File: config.mk
export PLATFORM = sky130hd
export DESIGN_NAME = mod_addsub_pipe
export DESIGN_NICKNAME = d
export VERILOG_FILES = /design/src/rtl/mod_arith_pkg.sv /design/src/rtl/mod_addsub_lane.sv /design/src/rtl/mod_addsub_pipe.sv
export SDC_FILE = /design/constraint.sdc
export NUM_CORES = 1
export LEC_CHECK = 0
export CORE_ASPECT_RATIO = 2
export CORE_MARGIN = 2
export CORE_UTILIZATION = 30
export CTS_BUF_LIST = sky130_fd_sc_hd__clkbuf_4 sky130_fd_sc_hd__clkbuf_8
export CTS_CLUSTER_SIZE = 8
export DETAILED_ROUTE_END_ITERATION = 8
export PLACE_DENSITY = 0.48
export SETUP_SLACK_MARGIN = 0.05
export SKIP_LAST_GASP = 1
export SYNTH_ARGS = -nofsm -noshare
export SYNTH_HDL_FRONTEND = slang
export SYNTH_SLANG_ARGS = --single-unit
File: constraint.sdc
create_clock -name clk -period 3 [get_ports clk]
set_clock_uncertainty 0.15 [all_clocks]
set_input_delay 0.6 -clock clk [delete_from_list [all_inputs] [get_ports clk]]
set_output_delay 0.6 -clock clk [all_outputs]
set_load 0.005 [all_outputs]
File: src/rtl/mod_arith_pkg.sv
// Shared modular-arithmetic definitions.
//   mode_e   : operation select for add/sub blocks (MODE_ADD=0, MODE_SUB=1)
//   lane_lsb : LSB position of a lane inside a flat multi-lane bus
package mod_arith_pkg;

  typedef enum logic {
    MODE_ADD = 1'b0,
    MODE_SUB = 1'b1
  } mode_e;

  function automatic int unsigned lane_lsb(input int unsigned lane,
                                           input int unsigned width);
    return lane * width;
  endfunction

endpackage

File: src/rtl/mod_addsub_lane.sv
// One lane of the modular add/sub datapath, purely combinational.
//   s1_* : stage-1 inputs (mode, m, a, b) -> W+1-bit raw sum/difference and range error
//   s2_* : stage-2 inputs (registered mode, m, raw, err) -> corrected result s2_c
module mod_addsub_lane
  import mod_arith_pkg::*;
#(
  parameter int unsigned DATA_WIDTH = 8
) (
  input  mode_e                 s1_mode,
  input  logic [DATA_WIDTH-1:0] s1_m,
  input  logic [DATA_WIDTH-1:0] s1_a,
  input  logic [DATA_WIDTH-1:0] s1_b,
  output logic [DATA_WIDTH:0]   s1_raw,
  output logic                  s1_err,
  input  mode_e                 s2_mode,
  input  logic [DATA_WIDTH-1:0] s2_m,
  input  logic [DATA_WIDTH:0]   s2_raw,
  input  logic                  s2_err,
  output logic [DATA_WIDTH-1:0] s2_c
);

  function automatic logic [DATA_WIDTH:0] raw_f(input mode_e mode,
                                                input logic [DATA_WIDTH-1:0] a,
                                                input logic [DATA_WIDTH-1:0] b);
    if (mode == MODE_SUB) return {1'b0, a} - {1'b0, b};
    else                  return {1'b0, a} + {1'b0, b};
  endfunction

  // ADD: subtract m once if raw >= m. SUB: bit W is the borrow, add m back.
  function automatic logic [DATA_WIDTH-1:0] correct_f(input mode_e mode,
                                                      input logic [DATA_WIDTH-1:0] m,
                                                      input logic [DATA_WIDTH:0] raw,
                                                      input logic err);
    logic [DATA_WIDTH:0] m_ext;
    logic [DATA_WIDTH:0] t;
    m_ext = {1'b0, m};
    if (mode == MODE_SUB) t = raw[DATA_WIDTH] ? (raw + m_ext) : raw;
    else                  t = (raw >= m_ext) ? (raw - m_ext) : raw;
    if (err) t = '0;
    return t[DATA_WIDTH-1:0];
  endfunction

  always_comb begin
    s1_raw = raw_f(s1_mode, s1_a, s1_b);
    s1_err = (s1_a >= s1_m) | (s1_b >= s1_m) | (s1_m == '0);
    s2_c   = correct_f(s2_mode, s2_m, s2_raw, s2_err);
  end

endmodule

File: src/rtl/mod_addsub_pipe.sv
// Pipelined multi-lane modular adder/subtractor: c = (a +/- b) mod m.
//   in_valid/in_ready   : input beat handshake (in_mode, in_m, in_a, in_b)
//   out_valid/out_ready : result beat handshake (out_c, out_err)
//   Lane i occupies bits [i*DATA_WIDTH +: DATA_WIDTH] of in_a, in_b and out_c.
//   Two register stages, latency 2, full throughput, backpressure via ready.
module mod_addsub_pipe
  import mod_arith_pkg::*;
#(
  parameter int unsigned DATA_WIDTH = 8,
  parameter int unsigned LANES      = 1
) (
  input  logic                        clk,
  input  logic                        rst,
  input  logic                        in_valid,
  output logic                        in_ready,
  input  mode_e                       in_mode,
  input  logic [DATA_WIDTH-1:0]       in_m,
  input  logic [LANES*DATA_WIDTH-1:0] in_a,
  input  logic [LANES*DATA_WIDTH-1:0] in_b,
  output logic                        out_valid,
  input  logic                        out_ready,
  output logic [LANES*DATA_WIDTH-1:0] out_c,
  output logic [LANES-1:0]            out_err
);

  logic                             s1_valid_q, s1_valid_d;
  logic [LANES-1:0][DATA_WIDTH:0]   s1_raw_q, s1_raw_d;
  logic [DATA_WIDTH-1:0]            s1_m_q, s1_m_d;
  mode_e                            s1_mode_q, s1_mode_d;
  logic [LANES-1:0]                 s1_err_q, s1_err_d;
  logic                             s2_valid_q, s2_valid_d;
  logic [LANES*DATA_WIDTH-1:0]      out_c_q, out_c_d;
  logic [LANES-1:0]                 out_err_q, out_err_d;

  logic [LANES-1:0][DATA_WIDTH:0]   raw_lane;
  logic [LANES-1:0]                 err_lane;
  logic [LANES*DATA_WIDTH-1:0]      c_flat;
  logic                             s1_adv, s2_adv;

  for (genvar i = 0; i < int'(LANES); i++) begin : g_lane
    mod_addsub_lane #(
      .DATA_WIDTH(DATA_WIDTH)
    ) u_lane (
      .s1_mode (in_mode),
      .s1_m    (in_m),
      .s1_a    (in_a[lane_lsb(i, DATA_WIDTH) +: DATA_WIDTH]),
      .s1_b    (in_b[lane_lsb(i, DATA_WIDTH) +: DATA_WIDTH]),
      .s1_raw  (raw_lane[i]),
      .s1_err  (err_lane[i]),
      .s2_mode (s1_mode_q),
      .s2_m    (s1_m_q),
      .s2_raw  (s1_raw_q[i]),
      .s2_err  (s1_err_q[i]),
      .s2_c    (c_flat[lane_lsb(i, DATA_WIDTH) +: DATA_WIDTH])
    );
  end

  always_comb begin
    // Ready ripples back from the output; in_valid never reaches out_valid combinationally.
    s2_adv     = !s2_valid_q | out_ready;
    s1_adv     = !s1_valid_q | s2_adv;

    s1_valid_d = s1_valid_q;
    s1_raw_d   = s1_raw_q;
    s1_m_d     = s1_m_q;
    s1_mode_d  = s1_mode_q;
    s1_err_d   = s1_err_q;
    s2_valid_d = s2_valid_q;
    out_c_d    = out_c_q;
    out_err_d  = out_err_q;

    if (s1_adv) begin
      s1_valid_d = in_valid;
      if (in_valid) begin
        s1_raw_d  = raw_lane;
        s1_m_d    = in_m;
        s1_mode_d = in_mode;
        s1_err_d  = err_lane;
      end
    end

    if (s2_adv) begin
      s2_valid_d = s1_valid_q;
      if (s1_valid_q) begin
        out_c_d   = c_flat;
        out_err_d = s1_err_q;
      end
    end
  end

  always_ff @(posedge clk or posedge rst) begin
    if (rst) begin
      s1_valid_q <= 1'b0;
      s1_raw_q   <= '0;
      s1_m_q     <= '0;
      s1_mode_q  <= MODE_ADD;
      s1_err_q   <= '0;
      s2_valid_q <= 1'b0;
      out_c_q    <= '0;
      out_err_q  <= '0;
    end else begin
      s1_valid_q <= s1_valid_d;
      s1_raw_q   <= s1_raw_d;
      s1_m_q     <= s1_m_d;
      s1_mode_q  <= s1_mode_d;
      s1_err_q   <= s1_err_d;
      s2_valid_q <= s2_valid_d;
      out_c_q    <= out_c_d;
      out_err_q  <= out_err_d;
    end
  end

  assign in_ready  = s1_adv;
  assign out_valid = s2_valid_q;
  assign out_c     = out_c_q;
  assign out_err   = out_err_q;

endmodule

## After elaboration in Yosys (flattened, before gate mapping)

Cells that the tools add are included.

| operators by class | value |
|---|---|
| add/sub/neg operators | 4 |
| $lt $le $gt $ge | 3 |
| muxes and demuxes | 5 |
| bitwise logic cells | 4 |
| reduce and logical (&&, ||, !) cells | 5 |

Operator list:

| cell | count |
|---|---|
| 8-bit 2-to-1 mux | 4 |
| 8-bit >= comparator | 2 |
| 8-bit by 8-bit adder with 9-bit output | 1 |
| 9-bit by 8-bit >= comparator with 1-bit output | 1 |
| 9-bit 2-to-1 mux | 1 |
| 8-bit by 8-bit subtractor with 9-bit output | 1 |
| 8-bit adder | 1 |
| 8-bit logical NOT | 1 |
| 8-bit subtractor | 1 |
| 1-bit OR | 4 |
| 2-bit AND reduction | 2 |
| 1-bit logical NOT | 2 |

| storage, ports and cells | value |
|---|---|
| register bits after elaboration | 30 |
| input port bits | 29 |
| logic and storage cells | 29 |

## Logic depth before layout (Yosys ltp)

Gate-level depths: netlist of run 1.

| depth | value |
|---|---|
| depth after elaboration | 4 |
| mapped depth | 12 |
| gate-level depth less buffers | 12 |

## By module

A second synthesis of run 1 with hierarchy kept.

| unflattened totals | value |
|---|---|
| cells, all modules | 317 |
| area, all modules | 3006.6 um^2 |

By module, submodules not included:

| module | instances | cells an instance | area each (um^2) |
|---|---|---|---|
| mod_addsub_lane | 1 | 251 | 1813.0 |
| mod_addsub_pipe | 1 | 66 | 1193.6 |

## Worst setup path after synthesis of run 1

Ideal clock, no wire load.

| timing | value |
|---|---|
| path type | input -> register |
| start | input port in_mode |
| end | register s1_raw_q[7] in the netlist's numbering |
| data arrival time | 2607 ps |
| path slack | 112 ps |
| stages on the path | 11 |
| path through | clkbuf_1 mux2_2 inv_1 ha_1 nor2b_1 o21ai_1 nand2b_1 a2111o_1 a31oi_1 xor2_1 o21ai_1 |

| on the way | value |
|---|---|
| longest elaborated chain between the ends | 1 |

RTL lines:

| what | RTL line | RTL |
|---|---|---|
| start, declared | mod_addsub_pipe.sv:16 | `input mode_e in_mode,` |
| 9-bit 2-to-1 mux | mod_addsub_lane.sv:25 | `if (mode == MODE_SUB) return {1'b0, a} - {1'b0, b};` |
| end signal, assigned | mod_addsub_pipe.sv:103 | `s1_raw_q <= s1_raw_d;` |
| end, declared | mod_addsub_pipe.sv:27 | `logic [LANES-1:0][DATA_WIDTH:0] s1_raw_q, s1_raw_d;` |

Every way passes these cells.
A chain may end at the register's enable or synchronous reset.

## Worst setup path after layout of run 1

Same ends and word-level chain as after synthesis.

==> summary.txt, run 1 <==
Timing
  – RSZ-0062 raised after global routing: no
  – Final-report hold violation count: 0
  – Highest clock rate: 354.6 MHz
  – Final Max Tran Viols: 0
  – # setup viols final: 0
  – Post-route clock period utilization: 0.9400
  – Rel. slew slack: 0.6582
  – Measured slew at the worst slew-check pin: 512.7 ps
  – Crit path time final: 2820 ps

Setup path
  – Endpoint type of the worst setup path: register
  – Crit path capture: s1_raw_q[7]
  – CP arrival: 2840 ps
  – Cells along the critical path: clkdlybuf4s50_1 > mux2_4 > inv_1 > ha_1 > nor2b_1 > o21ai_1 > nand2b_1 > a2111o_1 > a31oi_1 > xor2_1 > o21ai_1
  – Slowest CP cell: clkdlybuf4s50_1
  – Worst path max stage delay: about 540 ps
  – R2r setup slk: about 380 ps
  – Crit Path Class: input port to register
  – Most used cell, CP: o21ai_1
  – Startpoint Class: input port
  – Worst-case reg-to-reg path depth: 9
  – Crit path from: in_mode
  – Worst R2R End: out_c[5]
  – Critical R2R Launch: s1_m_q[1]
  – CP Max Fanout: 2
  – Data required time at the worst endpoint: 3020 ps

Yosys
  – Synthesized cell area: around 2800 um2
  – Mapped Nets: 394
  – #FFs+latches synth: 30
  – Seq/Total Area, Yosys: 0.2700
  – Ys flop type: dfrtp_1
  – Synth warnings: 0
  – Distinct cells, synth: 44
  – Post-synthesis cell count: 322
  – Async SR Flop Fraction: 1.000
  – EDFF count, synth: 0
  – Synthesized area per cell: 8.634 um2

Hold path
  – HP Class: register to register

Placed design
  – DP Cell Count: 484
  – RePlAce Congestion: 0.8987
  – Port bufs: 39
  – Detailed placement HPWL: around 6200 um

Power
  – P_int: 1.324 mW
  – Seq pwr share: 0.279
  – Pwr dens: about 620 nW/um2
  – Design Power: approximately 2.2 mW
  – IR drop worst, VDD: 0.1771 mV
  – Sw frac: 0.3996
  – P_sw: just under 0.9 mW
  – Clk network pwr share: 0.163
  – Leak Pwr: 1.657 nW
  – Combinational Power Share: 0.558

Clock tree
  – Sink Count: 30
  – Post-CTS Hold Fix Bufs: 0
  – Worst-path clk slew: 70 ps
  – TritonCTS clock tree: done
  – Clock root buffer: clkbuf_8
  – CTS H-tree lvls: 2
  – Number of CTS-inserted buffers: 5
  – Post-CTS Setup Bufs: 0
  – Clock latency on the worst-skew pair: slightly below 300 ps
  – Max Buffers Root-to-Sink: 2

Floorplan
  – Row count: 49
  – Die H: 140.1 um
  – Io pins: 40
  – Die width: 72.07 um
  – Die ar.: 10100 um2
  – Initial cell density of the core: 0.3085
  – Core area: 9012 um2

Global routing
  – Largest net degree at the start of global routing: 31
  – Total grt overflow: 0
  – Initial antenna violation count: 0
  – Vias in the first global route: 2574
  – Gr usage total: 0.1581
  – First-pass GRT wire length: 12200 um

Layout
  – Finished Layout Cells: 492
  – # diodes: 0
  – Area Overhead vs Synth: 28.53%
  – Final nets: 461
  – Layout cells sized above 1: 0.1359

Route
  – First DRT Iteration DRCs: 116
  – Vias: between 2000 and 2500
  – Routed Antenna Nets: 0
  – DRC errors left: 0
  – Drt wl/cell: 14.84 um
  – Drt via density: 5.004
  – Routed Wire Length: 7301 um
  – Drt first pass iters: 4

Flow run
  – Max Cap Viol: 0

Run status
  – Run status: finished, final reports clean
[Yosys cell counts, types with 2 or more instances]
master	number	area (um2)
o21ai_1	9	45.04
o221ai_1	2	17.52
mux2_2	6	67.56
a21o_1	7	52.55
a211oi_1	5	37.54
inv_1	24	90.09
nor2_1	25	93.84
buf_6	3	33.78
a21oi_1	17	85.08
nand2b_1	11	68.82
xnor2_1	17	148.9
fa_1	3	60.06
xor2_1	6	52.55
nor4_1	4	25.02
clkbuf_1	6	22.52
a21oi_2	2	17.52
nor2b_1	6	37.54
mux2i_1	4	40.04
dfrtp_1	30	750.7
nand2_1	32	120.1
nor3_1	11	55.05
a31oi_1	4	25.02
a22oi_1	4	30.03
o31ai_2	2	25.02
o21ai_0	23	115.1
ha_1	40	500.5
a22o_1	2	17.52
[worst max-delay path: cells and delay by family]
family / cells / cell delay [ps]
multiplexers: 1 / 320
XOR/XNOR: 1 / 160
adder cells (fa/ha/maj): 1 / 210
AO/OA/AOI/OAI: 4 / 750
AND/OR/NAND/NOR: 2 / 210
buffers and inverters: 2 / 600
[sequential cells by signal, summed over array words and instances (netlist names)]
register    flops
s1_mode_q       1
s1_err_q        1
out_err         1
out_valid       1
s1_raw_q        9
s1_m_q          8
out_c           8
s1_valid_q      1
[power by group through the flow]
| stage | clock network, mW | registers [mW] | logic, mW |
|---|---|---|---|
| 2_1_floorplan | 0 | 0.597 | 0.871 |
| 3_3_place_gp | 0 | 0.625 | 1.22 |
| 3_5_place_dp | 0 | 0.629 | 1.23 |
| 4_1_cts | 0.374 | 0.621 | 1.24 |
| 5_1_grt | 0.392 | 0.637 | 1.37 |
| 6_report | 0.360 | 0.616 | 1.23 |
[cell families after synthesis]
family / after synthesis / synth area share
multiplexers: 10 / 0.03870
flip-flops: 30 / 0.2700
buffers and inverters: 34 / 0.05445
AND/OR/NAND/NOR: 97 / 0.1656
AO/OA/AOI/OAI: 85 / 0.1971
XOR/XNOR: 23 / 0.07246
adder cells (fa/ha/maj): 43 / 0.2016
[metal layers]
layer	wire [um]	vias up	part of all wire	GRT usage
met5	0	-	0	0
met4	300	0	0.041	0.08937
met2	4551	39	0.62	0.3283
met3	129	19	0.018	0.01583
li1	-	1259	-	-
met1	2320	1145	0.32	0.1331
[layout make-up]
| cell class | instances | area [um2] |
|---|---|---|
| flip-flops and latches | 30 | 750.7 |
| well taps | 102 | 127.6 |
| multi-input cells | 258 | 1889 |
| clock buffers | 7 | 90.09 |
| repair buffers | 70 | 620.6 |
| fillers | 953 | 5439 |
| inverters | 24 | 90.09 |
| clock inverters | 1 | 5.005 |
[worst min path at each step]
| stage | from | depth (start not counted) | to | slack, ps |
|---|---|---|---|---|
| final | out_c[3] | 2 | out_c[3] | 330 |
| after global routing | s1_m_q[7] | 2 | s1_m_q[7] | 380 |
| after CTS | s1_m_q[7] | 2 | s1_m_q[7] | 340 |
| after detailed placement | s1_m_q[7] | 2 | s1_m_q[7] | 320 |
| after global placement | s1_m_q[7] | 2 | s1_m_q[7] | 320 |
| after floorplan | s1_m_q[7] | 2 | s1_m_q[7] | 300 |
[placed cells by master, fill, tap and decap left out, drive strengths merged, types with 2 or more instances in the layout]
master	instances
a211oi	5
a21o	7
a21oi	19
a22o	2
a22oi	4
a31oi	4
buf	31
clkbuf	7
clkdlybuf4s50	37
dfrtp	30
dlygate4sd2	2
fa	3
ha	40
inv	24
mux2	6
mux2i	4
nand2	32
nand2b	11
nor2	25
nor2b	6
nor3	11
nor4	4
o21ai	33
o221ai	2
o31ai	3
xnor2	17
xor2	6
[metrics by stage]
step | setup TNS, ps | area [um2] | hold slack (ps) | utilization | setup WS, ps
6_report | 0 | 3573 | 333.3 | 0.3965 | 180.1
5_1_grt | 0 | 3573 | 375.7 | 0.3965 | 70.31
4_1_cts | 0 | 3566 | 338.4 | 0.3957 | 179.2
3_5_place_dp | -1724 | 3470 | 323.5 | 0.3850 | -426.0
3_3_place_gp | -1612 | 3470 | 316.7 | 0.3850 | -414.2
2_1_floorplan | 0 | 2780 | 299.8 | - | 112.2
[repair_timing]
action                                  CTS  global route
endpoints found under the setup margin    4             1
pin swaps                                 5             0
gates resized for setup                   4             1
No activity file was read; power rests on OpenSTA's default activity.
==> run 2, diff against run 1 <==
--- a/config.mk
+++ b/config.mk
@@ -7,11 +7,13 @@
 export LEC_CHECK = 0
 export CORE_ASPECT_RATIO = 2
 export CORE_MARGIN = 2
-export CORE_UTILIZATION = 30
+export CORE_UTILIZATION = 50
 export CTS_BUF_LIST = sky130_fd_sc_hd__clkbuf_4 sky130_fd_sc_hd__clkbuf_8
+export CTS_CLUSTER_DIAMETER = 30
 export CTS_CLUSTER_SIZE = 8
 export DETAILED_ROUTE_END_ITERATION = 8
-export PLACE_DENSITY = 0.48
+export HOLD_SLACK_MARGIN = 0.08
+export PLACE_DENSITY = 0.73
 export SETUP_SLACK_MARGIN = 0.05
 export SKIP_LAST_GASP = 1
 export SYNTH_ARGS = -nofsm -noshare
==> run 2 against run 1 <==
Compared with the run above:
- global-route usage up 8.7 points
- sequential power grew 1%
- utilization grew 25 points
- register-to-register slack hardly changed
- clock power fell by 1%
- die area down 39%
- first-iteration DRC count is 66% lower
- worst hold slack worse by 0.94 ps
- combinational power shrank 4%
- non-clock buffer count shrank 7
- cell area fell by 2.6%
- via count is 1.9% higher
- critical path type unchanged
==> summary.txt, run 2 (synthesis gave the netlist of run 1 again) <==
Run status
  – Run status: finished, final reports clean

Layout
  – Multi-input logic area: 1902 um2 (+0.66%)
  – Largest register FFs: 9 (unchanged)
  – Most common cell after layout, fill and taps aside: ha_1
  – # diodes: 0 (unchanged)
  – Layout cells sized above 1: 0.1305 (-0.005349)
  – Commonest cells after routing, fill and taps aside: 40 x ha_1, 37 x clkdlybuf4s50_1, 32 x nand2_1
  – FILL cells: 471 (-51%)
  – Finished Layout Cells: 443 (-10%)
  – Util after Layout: 0.6479 (+0.2514)
  – Final nets: 454 (-1.5%)
  – Register area: 750.7 um2 (unchanged)
  – Fin area: 3481 um2 (-2.6%)
  – Area Overhead vs Synth: 25.20%
  – Biggest register: s1_raw_q

Setup path
  – Worst R2R End: out_c[4]
  – Startpoint Class: input port
  – Crit Path Class: input port to register
  – Worst-case reg-to-reg path depth: 8 (-1)
  – CP arrival: 2830 ps (about the same)
  – CP Max Fanout: 2 (unchanged)
  – Critical R2R Launch: s1_raw_q[1]
  – Data required time at the worst endpoint: 3020 ps (about the same)
  – Endpoint type of the worst setup path: register
  – R2r setup slk: 390 ps (about the same)

Timing
  – Measured slew at the worst slew-check pin: 542.0 ps (+29.33 ps)
  – Final-report hold violation count: 0 (unchanged)
  – Highest clock rate: 356.9 MHz (+0.65%)
  – Crit path time final: 2802 ps (-18.17 ps)
  – Rel. slew slack: 0.6386 (-0.01955)
  – # setup viols final: 0 (unchanged)
  – Final Max Tran Viols: 0 (unchanged)
  – Post-route clock period utilization: 0.9339 (-0.006056)
  – RSZ-0062 raised after global routing: no

Flow run
  – Max Cap Viol: 0 (unchanged)

Clock tree
  – TritonCTS clock tree: done
  – Worst-path clk slew: 60 ps (about the same)
  – CTS H-tree lvls: 2 (unchanged)
  – Clock latency on the worst-skew pair: 300 ps (about the same)
  – Post-CTS Hold Fix Bufs: 0 (unchanged)
  – Clock root buffer: clkbuf_8
  – Max Buffers Root-to-Sink: 2 (unchanged)
  – Number of CTS-inserted buffers: 5 (unchanged)
  – Sink Count: 30 (unchanged)

Route
  – First DRT Iteration DRCs: 39 (-66%)
  – Drt wl/cell: 15.32 um (+3.2%)
  – Vias: 2510 (+1.9%)
  – Drt via density: 5.666 (+13%)
  – Drt first pass iters: 4 (unchanged)
  – Routed Wire Length: 6787 um (-7.0%)
  – DRC errors left: 0 (unchanged)
  – Routed Antenna Nets: 0 (unchanged)

Global routing
  – Largest net degree at the start of global routing: 31 (unchanged)
  – Initial antenna violation count: 0 (unchanged)
  – Total grt overflow: 0 (unchanged)
  – Vias in the first global route: 2675 (+3.9%)
  – Gr usage total: 0.2450 (+0.08693)
  – First-pass GRT wire length: 11470 um (-6.0%)

Hold path
  – Worst Hold Depth: 2 (unchanged)
  – HP Class: register to register
  – Hold endpoint: out_c[4]
  – Worst Min Path Start: out_c[4]

Floorplan
  – Row count: 38 (-22%)
  – Initial cell density of the core: 0.5175 (+0.2090)
  – Die H: 109.5 um (-22%)
  – Io pins: 40 (unchanged)
  – Core area: 5373 um2 (-40%)
  – Die ar.: 6209 um2 (-39%)
  – Die width: 56.73 um (-21%)

Power
  – Pwr dens: 621.0 nW/um2 (+0.63%)
  – IR drop worst, VDD: 0.4267 mV (+140%)
  – Leak Pwr: 1.621 nW (-2.2%)

Placed design
  – DP Cell Count: 434 (-10%)
  – Port bufs: 39 (unchanged)
  – Detailed placement HPWL: 5514 um (-11%)
  – Placed cell area: 3357 um2 (-3.2%)
  – RePlAce Congestion: 0.8198 (-8.8%)
## run 2: repair_timing
action / CTS / global route
buffers inserted: 1 / 0
pin swaps: 6 / 0
gates resized for setup: 5 / 3
endpoints found under the setup margin: 4 / 2
## run 2: power by group
| group | internal, mW | leakage (nW) | switching [mW] |
|---|---|---|---|
| combinational | 0.598 | 1.20 | 0.587 |
| sequential | 0.509 | 0.369 | 0.113 |
| clock | 0.194 | 0.0517 | 0.161 |
## run 2: metrics by stage
step	hold slack, ps	setup slack, ps	power (mW)	setup TNS, ps
2_1_floorplan	299.8	112.2	1.468	0
3_3_place_gp	315.0	-376.1	1.763	-1224
3_5_place_dp	328.0	-408.7	1.800	-1464
4_1_cts	342.2	176.1	2.163	0
5_1_grt	377.2	54.37	2.356	0
6_report	332.3	198.3	2.162	0
## run 2: metal layers
metal	vias up	global-route usage	part of all wire
met5	-	0	0
met4	0	0.2194	0.081
met3	33	0.03765	0.021
met2	61	0.4801	0.59
met1	1167	0.1975	0.31
li1	1249	-	-
## run 2: worst max path at each step
stage,slack [ps],cells after the start,from,to
floorplan,110,11,in_mode,s1_raw_q[7]
global placement,-380,13,in_b[0],s1_raw_q[7]
detailed placement,-410,13,in_b[0],s1_raw_q[7]
CTS,180,11,in_mode,s1_raw_q[8]
global route,50,13,in_b[0],s1_raw_q[7]
finish,200,11,in_mode,s1_raw_q[7]
## run 2: area by class of cell
cell class,instances,share of cell area
Sequential cell,30,0.2157
Tap cell,60,0.02157
Inverter,24,0.02588
Clock buffer,7,0.02588
Timing Repair Buffer,63,0.1632
Clock inverter,1,0.001438
Multi-Input combinational cell,258,0.5464
## run 2: critical path, cell delays in order
cell	delay, ps
clkdlybuf4s50_1	530
mux2_4	320
inv_2	50
ha_1	200
nor2b_1	120
o21ai_1	130
nand2b_1	90
a2111o_1	380
a31oi_1	170
xor2_1	150
o21ai_1	70
